## config.mk

```make
export PLATFORM = sky130hd
export DESIGN_NAME = counter_updown_nbit
export DESIGN_NICKNAME = d
export VERILOG_FILES = /design/src/rtl/counter_updown_nbit.sv
export SDC_FILE = /design/constraint.sdc
export NUM_CORES = 1
export LEC_CHECK = 0
export CORE_MARGIN = 3
export CORE_UTILIZATION = 52
export DETAILED_ROUTE_END_ITERATION = 16
export PLACE_DENSITY = 0.9
export SYNTH_ARGS = -nofsm -noshare
export SYNTH_HDL_FRONTEND = slang
export SYNTH_SLANG_ARGS = --single-unit
```

## constraint.sdc

```tcl
create_clock -name clk -period 3.22 [get_ports clk]
set_input_delay 0.644 -clock clk [delete_from_list [all_inputs] [get_ports clk]]
set_output_delay 0.644 -clock clk [all_outputs]
set_load 0.005 [all_outputs]
```

## src/rtl/counter_updown_nbit.sv

```systemverilog
// counter_updown_nbit
//   WIDTH-bit synchronous up/down counter with parallel load, a runtime
//   upper limit, and wrap or saturate behaviour at the boundaries.
//   Adds a registered terminal-count pulse and a sticky overflow flag.
//
// Ports
//   clk      in   rising-edge clock
//   reset    in   synchronous active-high reset
//   en       in   count enable (load acts regardless)
//   upDown   in   1 = up, 0 = down
//   load     in   parallel load of d (clamped to limit)
//   d        in   load data [WIDTH]
//   limit    in   upper bound of range 0..limit [WIDTH]
//   sat_mode in   0 = wrap, 1 = saturate
//   clr_ovf  in   clear sticky ovf (a same-edge boundary event wins)
//   q        out  registered count [WIDTH]
//   tc       out  one-cycle pulse after each boundary event
//   ovf      out  sticky boundary flag
module counter_updown_nbit #(
  parameter int unsigned WIDTH     = 4,
  parameter int unsigned RESET_VAL = 0
) (
  input  logic             clk,
  input  logic             reset,
  input  logic             en,
  input  logic             upDown,
  input  logic             load,
  input  logic [WIDTH-1:0] d,
  input  logic [WIDTH-1:0] limit,
  input  logic             sat_mode,
  input  logic             clr_ovf,
  output logic [WIDTH-1:0] q,
  output logic             tc,
  output logic             ovf
);

  localparam logic [WIDTH-1:0] ResetQ = WIDTH'(RESET_VAL);

  logic [WIDTH-1:0] r_q;
  logic             r_tc;
  logic             r_ovf;

  logic [WIDTH-1:0] w_q_next;
  logic             w_boundary;

  always_comb begin
    w_q_next   = r_q;
    w_boundary = 1'b0;
    if (load) begin
      w_q_next = (d > limit) ? limit : d;
    end else if (en) begin
      if (upDown) begin
        if (r_q < limit) begin
          w_q_next = r_q + 1'b1;
        end else begin
          w_boundary = 1'b1;
          w_q_next   = sat_mode ? limit : '0;
        end
      end else begin
        if (r_q > limit) begin
          // limit was lowered below q: pull back into range, not a boundary
          w_q_next = limit;
        end else if (r_q != '0) begin
          w_q_next = r_q - 1'b1;
        end else begin
          w_boundary = 1'b1;
          w_q_next   = sat_mode ? '0 : limit;
        end
      end
    end
  end

  always_ff @(posedge clk) begin
    if (reset) begin
      r_q   <= ResetQ;
      r_tc  <= 1'b0;
      r_ovf <= 1'b0;
    end else begin
      r_q   <= w_q_next;
      r_tc  <= w_boundary;
      // set has priority over clear
      r_ovf <= w_boundary | (r_ovf & ~clr_ovf);
    end
  end

  assign q   = r_q;
  assign tc  = r_tc;
  assign ovf = r_ovf;

endmodule
```

==> reports/results.tsv, run 1 <==
metric	value	unit
outcome	completed	
Post-Syn Area	846	um2
fill count	104	
Yosys warnings	0	
hold slack	0.452	ns
first-pass GRT wire length	3710	um
DIE AREA	2150	um2
Placed Cells	139	
Leak Pwr	0.465	nW
WL per Instance	15.5	um
hold depth	2	
final WL	2200	um
clock skew	0.00482	ns
Multi-input gate area	688	um2
Reg area	120	um2
gpl congestion	0.895	
share of cells above drive strength 1	6.30	%
Vias/cell	6.44	
Tot Pwr	0.000370	W
VDD IR max	188	uV
Post-Layout Cell Count	142	
starting DRC count in detailed routing	15	
clk root buf	clkbuf_4	
Antenna Cells	0	
crit path launch type	primary input	
worst path required time	3.36	ns
vias in the first global route	857	
CTS tree	done	
DRC viols	0	
Initial DRT Pass Iterations	4	
clk_lat worst skew	0.25	ns
final worst path period need	2.72	ns
GR Overflow Total	0	
Longest Clk Path Bufs	2	
max cap viols	0	
worst reg2reg path depth	7	
final instance area	1080	um2
core area	1420	um2
Post-synth ARST share	0	%
Initial Util	59.8	%
Post-CTS Hold Buffers	0	
Post-CTS Setup Repair Bufs	0	
Max Slew Vio Count	0	
Die W	46.3	um
area growth from synthesis to layout	27.2	%
Die H	46.3	um
Final #Nets	155	
cell row count	13	
quantity of I/O buffers inserted on ports	20	
final hold vios	0	
Seq cells post-synth	6	
Gate Count Post-Synth	107	
antenna violations before repair	0	
Worst Path Arrival	2.86	ns
Hold Crit Class	flip-flop to flip-flop	
fmax	368	MHz
crit share post-route	84.5	%
Setup violations, final	0	
power density over cell area	344	nW/um2
kind of critical path	primary input to flip-flop	
CP max FO	6	
DR vias	915	
clock sink count	6	
clock-pin slew on the worst setup and hold paths	0.05	ns
slew margin rel.	64.5	%
average instance area after synthesis	7.90	um2
prevailing post-synth register cell	dfxtp_1	
CTS Buf Count	3	
GR Util All Layers	24.5	%
total negative slack	0	ns
EDFF count, synth	0	
Synth cell types	40	
crit end category	flip-flop	
Top Ports	21	
Worst Tran Pin Value	0.519	ns
largest net degree at the start of global routing	14	
number of gates resized after cts	0	
syn nets	133	
RSZ-0062 raised after global routing	no	
Post-DP Area	1050	um2
dpl hpwl	1760	um
register area share after synthesis	14.2	%
htree depth	1	
final antenna-violating net count	0	
-- per-stage QoR --
stage	setup WS (ns)	utilization (%)
floorplan	0.909	-
global placement	0.292	74.4
detailed placement	0.243	74.4
CTS	0.514	76.0
global route	0.248	76.0
finish	0.500	76.0
-- cell type report --
cell class | count | share of cell area, %
Clock buffer | 3 | 2.09
Inverter | 7 | 2.44
Multi-Input combinational cell | 91 | 64.0
Sequential cell | 6 | 11.2
Tap cell | 15 | 1.74
Timing Repair Buffer | 20 | 18.6
-- power by group --
| group | internal, W | switching [W] | leakage, nW | total [W] |
|---|---|---|---|---|
| clock network | 0.0000423 | 0.0000298 | 0.0138 | 0.0000721 |
| registers | 0.0000821 | 0.0000150 | 0.0495 | 0.0000971 |
| logic | 0.000100 | 0.000101 | 0.401 | 0.000201 |
| total | 0.000225 | 0.000146 | 0.465 | 0.000370 |
-- state kept, by name, indices dropped and copies added (netlist names) --
| register | flops |
|---|---|
| ovf | 1 |
| q | 4 |
| tc | 1 |
-- logic make-up after synthesis --
family                   after synthesis  share of synthesized area (%)
buffers and inverters                 10                           4.44
flip-flops                             6                           14.2
AO/OA/AOI/OAI                         31                           28.7
AND/OR/NAND/NOR                       42                           28.6
XOR/XNOR                               3                           3.11
adder cells (fa/ha/maj)               11                           16.3
multiplexers                           4                           4.73
-- layout by cell type (no fill, tap or decap), types with 2 or more instances in the layout --
cell	n
clkbuf_4	3
dfxtp_1	6
o211ai_1	3
xnor2_1	2
clkdlybuf4s50_1	20
o211a_1	2
a21o_1	2
nand3b_1	3
nor2b_1	3
mux2i_1	4
ha_1	11
and4_1	2
nand3_1	5
nor3_1	4
inv_1	7
nand2_1	7
o21ai_0	3
nor2_1	9
nand2b_1	3
a21oi_1	6
a221o_1	2
-- path summary, 6_finish.rpt --
| path | slack (ns) | endpoint | start |
|---|---|---|---|
| worst max-delay path | 0.50 | q[3]$_SDFFE_PP0P_ | limit[3] |
| worst min register to register | 0.45 | ovf$_SDFF_PP0_ | ovf$_SDFF_PP0_ |
| worst min-delay path | 0.45 | ovf$_SDFF_PP0_ | ovf$_SDFF_PP0_ |
| worst max register to register | 0.97 | q[0]$_SDFFE_PP0P_ | q[0]$_SDFFE_PP0P_ |
-- worst max-delay path, cell delays in order --
cell             delay (ns)
clkdlybuf4s50_1        0.53
inv_1                  0.09
ha_1                   0.40
a21o_1                 0.28
a2bb2oi_4              0.16
nand2_2                0.07
a221o_1                0.35
a221o_1                0.33
-- metal layers --
metal	vias to the layer above	global-route usage, %	share of wire (%)
met5	-	0	0
met4	0	13.6	2.1
met3	4	4.69	6.6
met2	38	37.4	46
met1	424	31.7	45
li1	449	-	-
-- synth_stat cells (2+ instances only) --
master	number	area [um2]
and4_1	2	17.5
nand3_1	5	25.0
clkbuf_1	3	11.3
xnor2_1	2	17.5
inv_1	7	26.3
nand2b_1	3	18.8
nor3_1	4	20.0
mux2i_1	4	40.0
nand2_1	7	26.3
nand3b_1	3	22.5
ha_1	11	138
dfxtp_1	6	120
a21o_1	2	15.0
nor2_1	9	33.8
o211a_1	2	20.0
nor2b_1	3	18.8
o21ai_0	3	15.0
a221o_1	2	20.0
a21oi_1	6	30.0
o211ai_1	3	22.5
No activity file was read; power rests on OpenSTA's default activity.
==> inputs of run 2 (changes only) <==
--- a/config.mk
+++ b/config.mk
@@ -6,9 +6,9 @@
 export NUM_CORES = 1
 export LEC_CHECK = 0
 export CORE_MARGIN = 3
-export CORE_UTILIZATION = 52
+export CORE_UTILIZATION = 44
 export DETAILED_ROUTE_END_ITERATION = 16
-export PLACE_DENSITY = 0.9
+export PLACE_DENSITY = 0.81
 export SYNTH_ARGS = -nofsm -noshare
 export SYNTH_HDL_FRONTEND = slang
 export SYNTH_SLANG_ARGS = --single-unit
==> constraint.sdc (replaced) <==
create_clock -name clk -period 2.3 [get_ports clk]
set_input_delay 0.46 -clock clk [delete_from_list [all_inputs] [get_ports clk]]
set_output_delay 0.46 -clock clk [all_outputs]
set_load 0.005 [all_outputs]
==> reports/results.tsv, run 2 (same netlist as run 1, synthesis figures left out) <==
metric	value	unit	change
CTS Buf Count	3		unchanged
slew margin rel.	75.7	%	was 64.5%
Post-CTS Hold Buffers	0		unchanged
share of cells above drive strength 1	27.9	%	was 6.30%
largest net degree at the start of global routing	10		was 14
Top Ports	21		unchanged
area growth from synthesis to layout	59.6	%	was 27.2%
Initial DRT Pass Iterations	4		unchanged
Post-Layout Cell Count	179		was 142
core area	1760	um2	was 1420 um2
Worst setup endpoint	q[3]$_SDFFE_PP0P_		unchanged
Antenna Cells	0		unchanged
Initial Util	47.9	%	was 59.8%
outcome	completed		unchanged
DIE AREA	2480	um2	was 2150 um2
Leak Pwr	0.611	nW	was 0.465 nW
GR Util All Layers	21.8	%	was 24.5%
cell row count	15		was 13
Vias/cell	5.85		was 6.44
Placed Cells	171		was 139
leading cell types in the layout, fill and taps excluded	27 x buf_4, 18 x clkdlybuf4s50_1, 9 x nor2_1		was 20 x clkdlybuf4s50_1, 11 x ha_1, 9 x nor2_1
reg2reg setup slack	0.13	ns	was 0.97 ns
Final #Nets	182		was 155
fmax	443	MHz	
DR vias	1047		was 915
Multi-input gate area	742	um2	was 688 um2
most common cell after layout, fill and taps aside	buf_4		was clkdlybuf4s50_1
Hold Crit Class	flip-flop to flip-flop		unchanged
VDD IR max	261	uV	was 188 uV
Longest Clk Path Bufs	2		unchanged
quantity of I/O buffers inserted on ports	20		unchanged
dpl hpwl	2160	um	was 1760 um
power density over cell area	470	nW/um2	was 344 nW/um2
Reg area	120	um2	unchanged
crit share post-route	98.2	%	
WL per Instance	15.7	um	was 15.5 um
final antenna-violating net count	0		unchanged
kind of critical path	primary input to flip-flop		unchanged
clk_lat worst skew	0.25	ns	about the same
R2R Path End	q[3]$_SDFFE_PP0P_		was q[0]$_SDFFE_PP0P_
CP startpoint	limit[2]		was limit[3]
Worst Tran Pin Value	0.363	ns	was 0.519 ns
max reg flops	4		unchanged
starting DRC count in detailed routing	40		was 15
max cap viols	0		unchanged
Die W	49.8	um	was 46.3 um
Max Slew Vio Count	0		unchanged
GR Overflow Total	0		unchanged
worst flop-to-flop path startpoint	q[1]$_SDFFE_PP0P_		was q[0]$_SDFFE_PP0P_
CTS tree	done		unchanged
clock-pin slew on the worst setup and hold paths	0.05	ns	about the same
Die H	49.8	um	was 46.3 um
clock sink count	6		unchanged
htree depth	1		unchanged
crit end category	flip-flop		unchanged
Setup violations, final	0		unchanged
first-pass GRT wire length	4280	um	was 3710 um
gpl congestion	0.899		was 0.895
final WL	2820	um	was 2200 um
CP max FO	4		was 6
worst path required time	2.44	ns	was 3.36 ns
fill count	135		was 104
antenna violations before repair	0		unchanged
Tot Pwr	0.000634	W	was 0.000370 W
vias in the first global route	1033		was 857
crit path launch type	primary input		unchanged
final hold vios	0		unchanged
Worst Path Arrival	2.40	ns	was 2.86 ns
clock skew	0.00376	ns	was 0.00482 ns
worst reg2reg path depth	7		unchanged
DRC viols	0		unchanged
final worst path period need	2.26	ns	
clk root buf	clkbuf_4		unchanged
-- run 2: what timing repair did --
action                                  4_1_cts  5_1_grt
resized for setup                             7        6
setup buffers                                 4        1
cloned                                        0        0
endpoints found under the setup margin        5        4
pin swaps                                     8        6
-- run 2: report_power, final --
group	switching (W)	total, W	leakage, nW	internal [W]
Clock	0.0000413	0.000101	0.0138	0.0000592
Sequential	0.0000128	0.000128	0.0495	0.000115
Combinational	0.000188	0.000405	0.548	0.000218
Total	0.000242	0.000634	0.611	0.000392
-- run 2: stage by stage --
stage,util [%],area (um2),TNS [ns],worst slack [ns],hold WS [ns]
final,76.5,1350,0,0.0425,0.465
after detailed placement,69.8,1230,-1.93,-0.414,0.468
after CTS,74.8,1320,0,0.00558,0.474
after global routing,76.5,1350,-0.00333,-0.00333,0.504
after global placement,69.8,1230,-1.41,-0.334,0.442
after floorplan,-,846,0,0.173,0.447
-- run 2: how the worst min path moves through the flow --
stage / startpoint / to / slack (ns) / cells after the start
detailed placement: ovf$_SDFF_PP0_ / ovf$_SDFF_PP0_ / 0.47 / 2
finish: ovf$_SDFF_PP0_ / ovf$_SDFF_PP0_ / 0.46 / 2
global route: ovf$_SDFF_PP0_ / ovf$_SDFF_PP0_ / 0.50 / 2
floorplan: ovf$_SDFF_PP0_ / ovf$_SDFF_PP0_ / 0.45 / 2
CTS: ovf$_SDFF_PP0_ / ovf$_SDFF_PP0_ / 0.47 / 2
global placement: ovf$_SDFF_PP0_ / ovf$_SDFF_PP0_ / 0.44 / 2
-- run 2: final cells by class --
cell class | count | share of cell area, %
repair buffers | 47 | 30.2
flip-flops and latches | 6 | 8.90
clock buffers | 3 | 1.67
inverters | 7 | 1.95
multi-input cells | 91 | 55.0
well taps | 25 | 2.32
-- run 2: routing by layer --
| layer | track usage (%) | up-vias | share of wire [%] |
|---|---|---|---|
| li1 | - | 498 | - |
| met3 | 1.81 | 6 | 5.0 |
| met1 | 24.7 | 506 | 41 |
| met5 | 0 | - | 0 |
| met2 | 39.6 | 37 | 53 |
| met4 | 11.5 | 0 | 1.3 |
-- run 2: critical path, stage by stage --
cell and delay [ns]:
clkdlybuf4s50_1 0.48, inv_1 0.08, ha_4 0.30, nand4_4 0.11
a2bb2oi_4 0.18, nand2_2 0.10, a221o_1 0.33, a221o_1 0.34
